`src/rtl/key_pkg.sv`:
```
// Shared helpers for the key debouncer: ms-to-cycles conversion, idle-level
// helper, the per-channel event record and the counter-width macro.
`ifndef KEY_PKG_SV
`define KEY_PKG_SV

`define KEY_CNT_W(n) (((n) > 1) ? $clog2(n) : 1)

package key_pkg;

  typedef struct packed {
    logic level;
    logic press;
    logic rel;
    logic lng;
  } key_evt_t;

  function automatic int ms_to_cycles(input int clk_hz, input int ms);
    return (clk_hz / 1000) * ms;
  endfunction

  function automatic logic idle_level(input bit active_low);
    return active_low ? 1'b1 : 1'b0;
  endfunction

endpackage

`endif

```
`src/rtl/key_debounce_ch.sv`:
```
// One key channel: 2-FF synchroniser, debounce counter, stable level and
// press/release pulses; long-press hold counter when KEY_DEBOUNCE_LONG_PRESS_EN is defined.
module key_debounce_ch
  import key_pkg::*;
#(
  parameter int DB_CYCLES  = 8,
  parameter int LP_CYCLES  = 32,
  parameter bit ACTIVE_LOW = 1'b1
) (
  input  logic     sys_clk,
  input  logic     sys_rst_n,
  input  logic     i_key,
  output key_evt_t o_evt
);

  localparam logic            IDLE    = idle_level(ACTIVE_LOW);
  localparam int              DB_W    = `KEY_CNT_W(DB_CYCLES);
  localparam logic [DB_W-1:0] DB_LAST = DB_W'(DB_CYCLES - 1);

  logic            r_sync1;
  logic            r_sync2;
  logic            r_value;
  logic            r_press;
  logic            r_rel;
  logic [DB_W-1:0] r_db_cnt;
  logic            w_differ;
  logic            w_commit;
  logic            w_long;

  assign w_differ = (r_sync2 != r_value);
  assign w_commit = w_differ && (r_db_cnt == DB_LAST);

  // Any sample matching the stable level restarts the stability window.
  always_ff @(posedge sys_clk or negedge sys_rst_n) begin
    if (!sys_rst_n) begin
      r_sync1  <= IDLE;
      r_sync2  <= IDLE;
      r_value  <= IDLE;
      r_db_cnt <= '0;
      r_press  <= 1'b0;
      r_rel    <= 1'b0;
    end else begin
      r_sync1 <= i_key;
      r_sync2 <= r_sync1;
      if (!w_differ || w_commit) begin
        r_db_cnt <= '0;
      end else begin
        r_db_cnt <= r_db_cnt + DB_W'(1);
      end
      if (w_commit) begin
        r_value <= r_sync2;
      end
      r_press <= w_commit && (r_sync2 != IDLE);
      r_rel   <= w_commit && (r_sync2 == IDLE);
    end
  end

`ifdef KEY_DEBOUNCE_LONG_PRESS_EN
  localparam int              LP_W    = `KEY_CNT_W(LP_CYCLES + 1);
  localparam logic [LP_W-1:0] LP_LAST = LP_W'(LP_CYCLES - 1);
  localparam logic [LP_W-1:0] LP_SAT  = LP_W'(LP_CYCLES);

  logic [LP_W-1:0] r_hold;
  logic            r_long;
  logic            w_held;

  assign w_held = (r_value != IDLE);

  // Counter is zero on the press edge (level still idle) and parks at LP_SAT
  // after firing, so each press yields at most one pulse.
  always_ff @(posedge sys_clk or negedge sys_rst_n) begin
    if (!sys_rst_n) begin
      r_hold <= '0;
      r_long <= 1'b0;
    end else begin
      r_long <= w_held && (r_hold == LP_LAST);
      if (!w_held) begin
        r_hold <= '0;
      end else if (r_hold != LP_SAT) begin
        r_hold <= r_hold + LP_W'(1);
      end
    end
  end

  assign w_long = r_long;
`else
  logic w_unused_lp;
  assign w_unused_lp = (LP_CYCLES > 0);
  assign w_long      = 1'b0;
`endif

  assign o_evt = '{level: r_value, press: r_press, rel: r_rel, lng: w_long};

endmodule

```
`src/rtl/key_debounce_multi.sv`:
```
// N-channel key debouncer with press/release pulses and optional long-press
// pulses (KEY_DEBOUNCE_LONG_PRESS_EN); channels are fully independent.
module key_debounce_multi
  import key_pkg::*;
#(
  parameter int NUM_KEYS      = 4,
  parameter int CLK_FREQ_HZ   = 50_000_000,
  parameter int DEBOUNCE_MS   = 20,
  parameter int LONG_PRESS_MS = 1000,
  parameter bit ACTIVE_LOW    = 1'b1
) (
  input  logic                sys_clk,
  input  logic                sys_rst_n,
  input  logic [NUM_KEYS-1:0] key,
  output logic [NUM_KEYS-1:0] key_value,
  output logic [NUM_KEYS-1:0] key_press,
  output logic [NUM_KEYS-1:0] key_release,
  output logic [NUM_KEYS-1:0] key_long
);

  localparam int DB_CYCLES = ms_to_cycles(CLK_FREQ_HZ, DEBOUNCE_MS);
  localparam int LP_CYCLES = ms_to_cycles(CLK_FREQ_HZ, LONG_PRESS_MS);

  key_evt_t w_evt [NUM_KEYS];

  for (genvar g = 0; g < NUM_KEYS; g++) begin : g_ch
    key_debounce_ch #(
      .DB_CYCLES (DB_CYCLES),
      .LP_CYCLES (LP_CYCLES),
      .ACTIVE_LOW(ACTIVE_LOW)
    ) u_ch (
      .sys_clk  (sys_clk),
      .sys_rst_n(sys_rst_n),
      .i_key    (key[g]),
      .o_evt    (w_evt[g])
    );

    assign key_value[g]   = w_evt[g].level;
    assign key_press[g]   = w_evt[g].press;
    assign key_release[g] = w_evt[g].rel;
    assign key_long[g]    = w_evt[g].lng;
  end

endmodule

```
`config.mk`:
```
export PLATFORM = sky130hd
export DESIGN_NAME = key_debounce_multi
export DESIGN_NICKNAME = d
export VERILOG_FILES = /design/src/rtl/key_pkg.sv /design/src/rtl/key_debounce_ch.sv /design/src/rtl/key_debounce_multi.sv
export SDC_FILE = /design/constraint.sdc
export NUM_CORES = 1
export LEC_CHECK = 0
export BUFFER_PORTS_ARGS = -buffer_cell sky130_fd_sc_hd__buf_2
export CORE_ASPECT_RATIO = 0.6
export CORE_MARGIN = 2
export CORE_UTILIZATION = 46
export DETAILED_ROUTE_END_ITERATION = 10
export GPL_TIMING_DRIVEN = 1
export HOLD_SLACK_MARGIN = 0.06
export SLEW_MARGIN = 15
export SYNTH_ARGS = -nofsm -noshare
export SYNTH_HDL_FRONTEND = slang
export SYNTH_HIERARCHICAL = 1
export SYNTH_SLANG_ARGS = --single-unit
```
`constraint.sdc`:
```
create_clock -name sys_clk -period 2.4 [get_ports sys_clk]
set_input_delay 0.12 -clock sys_clk [delete_from_list [all_inputs] [get_ports sys_clk]]
set_output_delay 0.12 -clock sys_clk [all_outputs]
set_load 0.05 [all_outputs]
```
==> results by group <==
Placed design
  • Final GP Congestion: 0.828
  • Post-DP HPWL: 6.14 mm
  • Dpl cells: 608
  • Pre-CTS setup slack: 227 ps
  • PortBufs: 17

Synthesis
  • Post-synth cell types: 29
  • Synth top area cells: dfrtp_1 46%, xnor2_1 10%, nor2_1 6.9%
  • Mapped Nets: 466
  • Sequential-to-total area share from yosys stat: 52.8%
  • Post-Syn Area per Cell: 10.5 um^2
  • Synth area leader: dfrtp_1
  • Synth Register Bits: 100
  • Async set-or-reset flop fraction in the synthesized netlist: 100%
  • Top_reg_cell synth: dfrtp_1
  • Post-synth EDFFs: 0
  • Share of the synthesized area in the top cell type: 46.2%
  • Synth Warn #: 6
  • Syn Inst Count: 456
  • Cell Area, Synth: 4770 um^2

Die
  • Die area: 11200 um^2
  • Num rows: 28
  • Die Ht: 82.9 um
  • Chip Width: 135 um
  • Core area: 9980 um^2
  • Starting density of the core: 47.8%
  • Io pins: 22

Routing
  • DR WL/cell: 14.0 um
  • Drt total wl: 8.83 mm
  • Iteration-0 DRC Markers: 245
  • Post-DRT Antenna Nets: 0
  • DR vias/cell: 5.20
  • Drt drc: 0
  • Via count: 3273
  • 1st-pass router iterations: 5

Global routing
  • Global Route Usage Sum: 17.6%
  • First-pass GRT wire length: 15.9 mm
  • Vias in the first global route: 3253
  • Overflow after GRT: 0
  • Initial antenna violation count: 0
  • Largest net degree at the start of global routing: 54

Timing
  • Max-slew violation count: 0
  • Worst Max-Slew Pin Slew: 742 ps
  • Final setup violation count: 0
  • Fin crit share: 90.8%
  • Worst rel slew slack: 50.1%
  • Hold WS: 343 ps
  • Unrepaired setup endpoints after global routing: false
  • Final Hold Viols: 0
  • Crit path time final: 2180 ps
  • Total negative setup slack: 0 ps
  • Final Worst Setup Slack: 221 ps
  • Fmax: 0.459 GHz
  • Setup Skew: 8.61 ps

Critical path
  • CP endpoint kind: flop
  • Critical Path AT: 2460 ps
  • Worst EP required: 2680 ps
  • CP startpoint kind: flop
  • Critical path class: flop to flop
  • Worst r2r path cells: 4
  • CP Max Fanout: 6

Layout
  • Final #Nets: 499
  • Antenna cells: 0
  • Share of cells above drive strength 1: 16.4%
  • Fin cells: 629
  • Area added between synthesis and finish: 13.1%
  • Fillers: 880

Power
  • Power Density: 605 nW/um^2
  • Max VDD drop: 0.432 mV
  • Lkg Pwr: 2.21 nW
  • Final Power: 3.26 mW

Clock tree
  • Post_cts resized: 0
  • Total CTS buffers: 9
  • Sink Count: 100
  • Clock tree buffer depth: 2
  • Root Driver: clkbuf_16
  • CTS tree: yes
  • H-tree Lvls: 3
  • Skew-Pair Late Insertion Delay: 350 ps
  • Clock transition at path regs: 70 ps

Status
  • Status: complete, no violations

Flow run
  • # Max-Cap Violations: 0

Hold path
  • Hold Path Class: primary input to asynchronous set/reset pin
[metal layers]
layer / wire (um) / vias to the layer above / global-route usage (%)
li1: - / 1639 / -
met1: 5060 / 1580 / 27.9
met2: 3360 / 44 / 23.5
met3: 324 / 10 / 5.01
met4: 87 / 0 / 4.07
met5: 0 / - / 0
[cells by family (layout without fill, tap and decap cells)]
group | Yosys count | after routing | share of synthesized area (%)
compound gates | 20 | 20 | 3.78
xor+xnor | 64 | 64 | 11.8
fa+ha+maj | 4 | 4 | 1.05
buf+inv | 36 | 74 | 4.20
flops | 100 | 100 | 52.8
mux | 8 | 8 | 2.10
other cells | 4 | 4 | 0.315
simple gates | 220 | 220 | 24.0
[Yosys cell counts, drive strengths merged, types with 8 or more instances]
library cell	count
dfstp	12
buf	20
nor3	20
dfrtp	88
nand4	16
nor2	88
or4	8
nor4	20
and3	12
o221ai	8
xor2	8
nand2	12
xnor2	56
inv	16
nor3b	8
nand3	20
[what timing repair did]
item,4_1_cts,5_1_grt
buffers inserted,0,0
endpoints found under the hold margin,47,0
hold buffers,5,0
endpoints found under the setup margin,0,0
[layout by cell type, fill, tap and decap left out, types with 5 or more instances in the layout]
cell and n:
dfstp_2 12, nor3b_1 8, dlygate4sd3_1 5, buf_4 20
buf_2 16, xnor2_1 56, xor2_1 8, nor3_1 20
o221ai_1 8, dfrtp_1 88, nor4_1 20, inv_1 16
and3_1 12, nand3_1 20, nor2_1 88, nand2_1 12
nand4_1 16, clkbuf_16 9
[path summary, 6_finish.rpt]
kind                                           startpoint                   endpoint  slack, ps
worst max-delay path            g_ch[2].u_ch/r_db_cnt[12]       g_ch[2].u_ch/r_value        220
worst min register to register       g_ch[2].u_ch/r_sync1       g_ch[2].u_ch/r_sync2        360
worst min-delay path                            sys_rst_n  g_ch[2].u_ch/r_db_cnt[19]        340
min in group sys_clk                 g_ch[2].u_ch/r_sync1       g_ch[2].u_ch/r_sync2        360
worst max register to register  g_ch[2].u_ch/r_db_cnt[12]       g_ch[2].u_ch/r_value        220
max in group asynchronous                       sys_rst_n       g_ch[0].u_ch/r_sync1       1230
[metrics by stage]
| step | instance area (um^2) | utilization (%) |
|---|---|---|
| floorplan | 4770 | - |
| global route | 5390 | 54.0 |
| detailed placement | 5050 | 50.6 |
| finish | 5390 | 54.0 |
| global placement | 5050 | 50.6 |
| CTS | 5390 | 54.0 |
[flip-flops by register name, summed over array words and instances, names as in the netlist]
signal              count
g_ch.u_ch/r_db_cnt     80
g_ch.u_ch/r_rel         4
g_ch.u_ch/r_value       4
g_ch.u_ch/r_sync1       4
g_ch.u_ch/r_press       4
g_ch.u_ch/r_sync2       4
[critical path: stages, from the launching register on]
cell,delay (ps)
dfrtp_1,450
or4_1,550
or4_4,520
or2_4,300
mux2_4,290
[layout make-up]
type                            instances  area, um^2  area share [%]
Clock inverter                          7        68.8            1.28
Timing Repair Buffer                   42         300            5.57
Clock buffer                            9         225            4.18
Multi-Input combinational cell        320        2050            38.1
Tap cell                              135         169            3.13
Inverter                               16        60.1            1.11
Sequential cell                       100        2520            46.7
[report_power, final]
group	leakage, nW	switching (mW)	internal (mW)
Clock	0.137	0.674	0.728
Sequential	1.35	0.0232	1.71
Combinational	0.724	0.0840	0.0407
No activity file was read; power rests on OpenSTA's default activity.
